===== config.mk =====
export PLATFORM = sky130hd
export DESIGN_NAME = inert_spi_seq
export DESIGN_NICKNAME = d
export VERILOG_FILES = /design/src/rtl/inert_spi_seq.sv
export SDC_FILE = /design/constraint.sdc
export NUM_CORES = 1
export LEC_CHECK = 0
export CORE_UTILIZATION = 50
export DETAILED_ROUTE_END_ITERATION = 10
export PLACE_DENSITY = 0.8
export RECOVER_POWER = 50
export SYNTH_ARGS = -nofsm -noshare
export SYNTH_HDL_FRONTEND = slang
export SYNTH_SLANG_ARGS = --single-unit

===== constraint.sdc =====
create_clock -name clk -period 5.29 [get_ports clk]
set_input_delay 1.058 -clock clk [delete_from_list [all_inputs] [get_ports clk]]
set_output_delay 1.058 -clock clk [all_outputs]
set_load 0.01 [all_outputs]

===== src/rtl/inert_spi_seq.sv =====
// Inertial sensor SPI sequencer: power-up wait, three config writes, then one yaw read pair
// (low byte, then high byte) for each data-ready interrupt.
module inert_spi_seq #(
    parameter int unsigned INIT_W = 16
) (
    input  logic        clk,
    input  logic        rst_n,
    input  logic        INT,
    input  logic        done,
    input  logic [15:0] rd_data,
    output logic        wrt,
    output logic [15:0] cmd,
    output logic [15:0] yaw_rt,
    output logic        vld
);

    localparam logic [INIT_W-1:0] TimerMax  = '1;
    localparam logic [15:0]       CmdIntCfg = 16'h0D02;
    localparam logic [15:0]       CmdOdr    = 16'h1160;
    localparam logic [15:0]       CmdRound  = 16'h1440;
    localparam logic [15:0]       CmdRdYawL = 16'hA600;
    localparam logic [15:0]       CmdRdYawH = 16'hA700;

    typedef enum logic [2:0] {
        StInitWait,
        StCfg1,
        StCfg2,
        StCfg3,
        StIdle,
        StRdL,
        StRdH
    } state_e;

    state_e            state_q, state_d;
    logic [INIT_W-1:0] timer_q, timer_d;
    logic              wrt_q, wrt_d;
    logic [15:0]       cmd_q, cmd_d;
    logic [7:0]        low_q, low_d;
    logic [15:0]       yaw_q, yaw_d;
    logic              vld_q, vld_d;
    logic              int_ff1_q, int_ff2_q;

    // INT comes straight from the sensor pin, so it is double-flopped before use.
    always_ff @(posedge clk or negedge rst_n) begin
        if (!rst_n) begin
            int_ff1_q <= 1'b0;
            int_ff2_q <= 1'b0;
        end else begin
            int_ff1_q <= INT;
            int_ff2_q <= int_ff1_q;
        end
    end

    always_ff @(posedge clk or negedge rst_n) begin
        if (!rst_n) begin
            state_q <= StInitWait;
            timer_q <= '0;
            wrt_q   <= 1'b0;
            cmd_q   <= 16'h0000;
            low_q   <= 8'h00;
            yaw_q   <= 16'h0000;
            vld_q   <= 1'b0;
        end else begin
            state_q <= state_d;
            timer_q <= timer_d;
            wrt_q   <= wrt_d;
            cmd_q   <= cmd_d;
            low_q   <= low_d;
            yaw_q   <= yaw_d;
            vld_q   <= vld_d;
        end
    end

    always_comb begin
        state_d = state_q;
        timer_d = timer_q;
        wrt_d   = 1'b0;
        cmd_d   = cmd_q;
        low_d   = low_q;
        yaw_d   = yaw_q;
        vld_d   = 1'b0;
        unique case (state_q)
            StInitWait: begin
                // Timer stops at all-ones, so it never wraps after leaving this state.
                if (timer_q == TimerMax) begin
                    wrt_d   = 1'b1;
                    cmd_d   = CmdIntCfg;
                    state_d = StCfg1;
                end else begin
                    timer_d = timer_q + 1'b1;
                end
            end
            StCfg1: begin
                if (done) begin
                    wrt_d   = 1'b1;
                    cmd_d   = CmdOdr;
                    state_d = StCfg2;
                end
            end
            StCfg2: begin
                if (done) begin
                    wrt_d   = 1'b1;
                    cmd_d   = CmdRound;
                    state_d = StCfg3;
                end
            end
            StCfg3: begin
                if (done) begin
                    state_d = StIdle;
                end
            end
            StIdle: begin
                if (int_ff2_q) begin
                    wrt_d   = 1'b1;
                    cmd_d   = CmdRdYawL;
                    state_d = StRdL;
                end
            end
            StRdL: begin
                if (done) begin
                    low_d   = rd_data[7:0];
                    wrt_d   = 1'b1;
                    cmd_d   = CmdRdYawH;
                    state_d = StRdH;
                end
            end
            StRdH: begin
                if (done) begin
                    yaw_d   = {rd_data[7:0], low_q};
                    vld_d   = 1'b1;
                    state_d = StIdle;
                end
            end
            default: state_d = StInitWait;
        endcase
    end

    assign wrt    = wrt_q;
    assign cmd    = cmd_q;
    assign yaw_rt = yaw_q;
    assign vld    = vld_q;

endmodule


==> Word-level counts from Yosys, hierarchy flattened <==
Cells that the tools add are included.
{ "word_totals": {"register_bits": 63, "latchBits": 0, "ram_bits": 0, "mem_bits_ro": 0, "input_bits": 20, "elab_cells": 51, "memories": 0} }
{ "op_classes": {"addsub": 1, "mul": 0, "div_mod_pow": 0, "n_lt_le_gt_ge": 0, "eq_ne": 13, "shift": 0, "muxes": 18, "bitwise_logic": 1, "n_reduce_logical": 9} }
{ "op_table": {"columns": ["cell", "count"], "rows": [
  ["$mux 16", 5],
  ["$pmux 16 s5", 1],
  ["$mux 3", 6],
  ["$pmux 3 s6", 1],
  ["$add 16x1->16 const B", 1],
  ["$eq 16x16->1 const B", 1],
  ["$reduce_and 6->1", 2],
  ["$ne 2x2->1 const B", 5],
  ["$eq 3x3->1 const B", 3],
  ["$eq 3x2->1 const B", 2],
  ["$reduce_and 2->1", 3],
  ["$reduce_bool 5->1", 1],
  ["$mux 1", 4],
  ["$eq 3x1->1 const B", 1],
  ["$logic_not 3->1", 1],
  ["$pmux 1 s3", 1],
  ["$reduce_or 3->1", 1],
  ["$ne 2x1->1 const B", 1],
  ["$reduce_or 2->1", 1],
  ["$not 1->1", 1]
]} }

==> Logic depth before layout (Yosys ltp) <==
{ "depth": {"depth_word": 4, "depth_mapped": 6, "ltp_nobuf": 6} }

==> Worst setup path after synthesis <==
OpenSTA, ideal clock, no wires.
{ "synth_path": {"path_kind": "input port to flip-flop", "from": "in done", "to": "reg cmd_q[10], in the netlist cmd[10]", "setup_time_ps": 125, "arrival_ps": 2051, "path_slack_ps": 3115, "path_stages": 6, "n_path_buf": 1, "cell_sequence": "clkbuf_1 nand3b_1 a21oi_1 nor2_1 nand2_2 mux2_2"} }
{ "synth_via": {"elab_chain_len": 2, "word_cells_on_any_way": 4, "classes_between": "eq/ne: 3; reduce/logical: 1"} }
{ "synth_lines": {"columns": ["element", "line", "source"], "rows": [
  ["start, declared", "9", "input logic done,"],
  ["$ne 2x2->1 (no source line)", null, null],
  ["$reduce_and 6->1 (no source line) (*)", null, null],
  ["end signal, assigned", "67", "cmd_q <= cmd_d;"],
  ["end, declared", "37", "logic [15:0] cmd_q, cmd_d;"]
]} }
Mark *: on every way between the ends. The rest lies on a longest branch, timed or not.
A chain may end at the register's enable or synchronous reset.

==> summary.txt <==
Synth
  – Yosys warns: 0
  – Mapped cell area: approximately 2300 um2
  – Mean Syn Cell Area: 10.9 um2
  – Synth cell types: 38
  – Gate Count Post-Synth: 210
  – Sequential share of the synthesized area: between 50% and 60%
  – Synthesized flop and latch total: 53

Route
  – Routed len/inst: roughly 13 um
  – Detail Route Antenna Nets: 0
  – DR iter-0 viols: approximately 130
  – Vias: roughly 1500
  – DRT Pass-1 Iters: 4
  – DRC viols: 0
  – Via density: 5.10
  – Routed wire length: between 3000 and 4000 um

Worst setup path
  – Max Fanout on Critical Path: 53
  – Crit end category: asynchronous set/reset pin
  – Crit-path slowest cell: clkbuf_1
  – Crit-path cells: buf_2 -> clkbuf_1
  – Crit path kind: in -> async
  – Startpoint Class: primary input
  – Crit path from: rst_n
  – Top delay family on crit path: buffers and inverters
  – Flop-to-flop setup slack: slightly above 3 ns
  – Data required, critical path: a little over 5 ns
  – Worst Path Arrival: 3.05 ns
  – Worst Path Buf+Inv: 2
  – Critical R2R Launch: state_q[0]$_DFFE_PN0P_
  – CP peak stage delay: roughly 1.9 ns

Finish
  – Fin util: slightly above 60%
  – Most frequent cells in the layout: nand2_1 (56), dfrtp_1 (53), clkdlybuf4s50_1 (36), mux2_2 (12), xnor2_1 (10)
  – Fraction of layout instances using a drive strength above 1: about a tenth
  – Layout fillers: around 370
  – ANT cells: 0
  – Layout area overhead: 18.9%
  – Final #Nets: 267
  – Most common cell after layout, fill and taps aside: nand2_1

Power and ir drop
  – Leak pwr: ~1.3 nW
  – Peak VDD IR: 0.215 mV
  – Tot Pwr: about 1.4 mW
  – Pwr Density: just over 500 nW/um2

Timing
  – Relative slew margins: -79.4%
  – Final Hold Fails: 0
  – RSZ-0062 raised after global routing: no
  – Max-slew violations: 54
  – Setup Skew: between 0.006 and 0.007 ns
  – Sum of negative setup slack: 0 ns
  – Post-layout min period: roughly 3.2 ns
  – Post-route clock period utilization: 60.7%
  – Worst hold margin: between 0.3 and 0.4 ns
  – Final setup violation count: 0
  – Max Fclk: about 310 MHz
  – Worst-Margin Slew: between 2 and 3 ns

Floorplanning
  – Rows: 24
  – Initial Util: a little over half
  – Core footprint: about 4400 um2
  – Die span in x: roughly 70 um
  – Die Ht: ~70 um
  – Die Area: between 4000 and 5000 um2
  – I/O Pins: 54

Clock tree
  – CTS H-Tree Depth: 2
  – Longest Clk Path Bufs: 2
  – Cts repair resizes: 0
  – CTS Buf Count: 5
  – CTS Sinks: 53
  – Skew-Pair Late Insertion Delay: ~0.31 ns
  – # hold bufs at CTS: 0
  – Worst-path clk slew: ~0.090 ns
  – CTS tree: built
  – Post-CTS Setup Inserts: 0
  – Clock root buffer: clkbuf_8

Hold path
  – HP Start: int_ff1_q$_DFF_PN0_
  – Worst Hold Class: reg -> reg

GRT
  – First-pass GRT wire length: between 6000 and 7000 um
  – Pin count of the biggest net entering global routing: 54
  – Grt total ovfl: 0
  – Vias in the first global route: ~1500
  – Total Routing Usage GR: 17.3%
  – Initial antenna violation count: 0

Outcome
  – Failing checks: capacitance limit, slew limit
  – Status: complete, but fails checks

Place
  – Detail Placement HPWL: roughly 2600 um
  – Routability cong.: around 0.74
  – IO buf count: 39

Flow run
  – Max-Cap Viols: 1
[layer usage]
layer	track usage [%]	wire length, um	vias to the layer above
met5	0	0	-
met4	6.67	74	0
met3	4.51	126	8
met2	28.3	1850	34
met1	22.1	1750	738
li1	-	-	745
[cell families after synthesis]
| family | share of synthesized area [%] |
|---|---|
| other | 0.163 |
| AND/OR/NAND/NOR | 19.9 |
| XOR/XNOR | 5.72 |
| adder cells (fa/ha/maj) | 0.545 |
| flip-flops | 57.8 |
| AO/OA/AOI/OAI | 4.20 |
| buffers and inverters | 5.34 |
| multiplexers | 6.32 |
[final timing paths]
path / endpoint / cells after the start
setup / recovery: cmd[12]$_DFFE_PN0P_ / 2
hold / removal: int_ff2_q$_DFF_PN0_ / 0
setup reg to reg: yaw_rt[10]$_DFFE_PN0P_ / 4
hold reg to reg: int_ff2_q$_DFF_PN0_ / 0
max in group clk: yaw_rt[10]$_DFFE_PN0P_ / 5
min in group asynchronous: timer_q[2]$_DFFE_PN0N_ / 2
[state kept, by name (all words and copies together) (netlist names)]
register	flops
low_q	8
int_ff1_q	1
int_ff2_q	1
wrt	1
state_q	3
yaw_rt	16
timer_q	16
cmd	6
vld	1
[power by group]
| part | internal (mW) | leakage [nW] | switching, mW | total [mW] |
|---|---|---|---|---|
| sequential | 0.553 | 0.671 | 0.113 | 0.666 |
| clock | 0.0934 | 0.0374 | 0.130 | 0.224 |
| combinational | 0.301 | 0.560 | 0.225 | 0.525 |
| total | 0.947 | 1.27 | 0.468 | 1.42 |
[synthesized netlist by cell type]
master,number,area (um2)
nand2_1,56,210
dfrtp_1,53,1330
mux2_2,12,135
buf_4,10,75.1
xnor2_1,10,87.6
nand3_1,9,45.0
nor2_1,9,33.8
xor2_1,5,43.8
a21oi_1,3,15.0
a31oi_1,3,18.8
clkbuf_1,3,11.3
inv_1,3,11.3
nand2b_1,3,18.8
o21ai_0,3,15.0
and3_1,2,12.5
buf_2,2,10.0
nand3b_1,2,15.0
nand4_1,2,12.5
a211oi_1,1,7.51
a211oi_2,1,12.5
a31oi_2,1,12.5
and4_4,1,11.3
buf_6,1,11.3
clkinv_1,1,3.75
conb_1,1,3.75
ha_1,1,12.5
mux2i_1,1,10.0
nand2_2,1,6.26
nand4b_1,1,8.76
nand4b_4,1,23.8
nor2b_1,1,6.26
nor3_1,1,5.00
nor3_2,1,10.0
nor4_4,1,21.3
o21a_1,1,7.51
o21bai_1,1,7.51
or3_1,1,6.26
or3b_4,1,11.3
[stage by stage]
stage	instance area [um2]	instances	setup slack [ns]
after floorplan	2310	215	3.11
after global placement	2670	291	2.04
after detailed placement	2670	291	2.05
after CTS	2750	299	2.38
after global routing	2730	299	1.43
final	2730	299	2.08
[area by class of cell]
cell class	count	area (um2)	share of cell area, %
Clock buffer	6	72.6	2.66
Multi-Input combinational cell	142	847	31.0
Clock inverter	2	15.0	0.550
Inverter	4	15.0	0.550
Sequential cell	53	1330	48.6
Timing Repair Buffer	40	389	14.3
Tap cell	52	65.1	2.38
No activity file was read; power rests on OpenSTA's default activity.
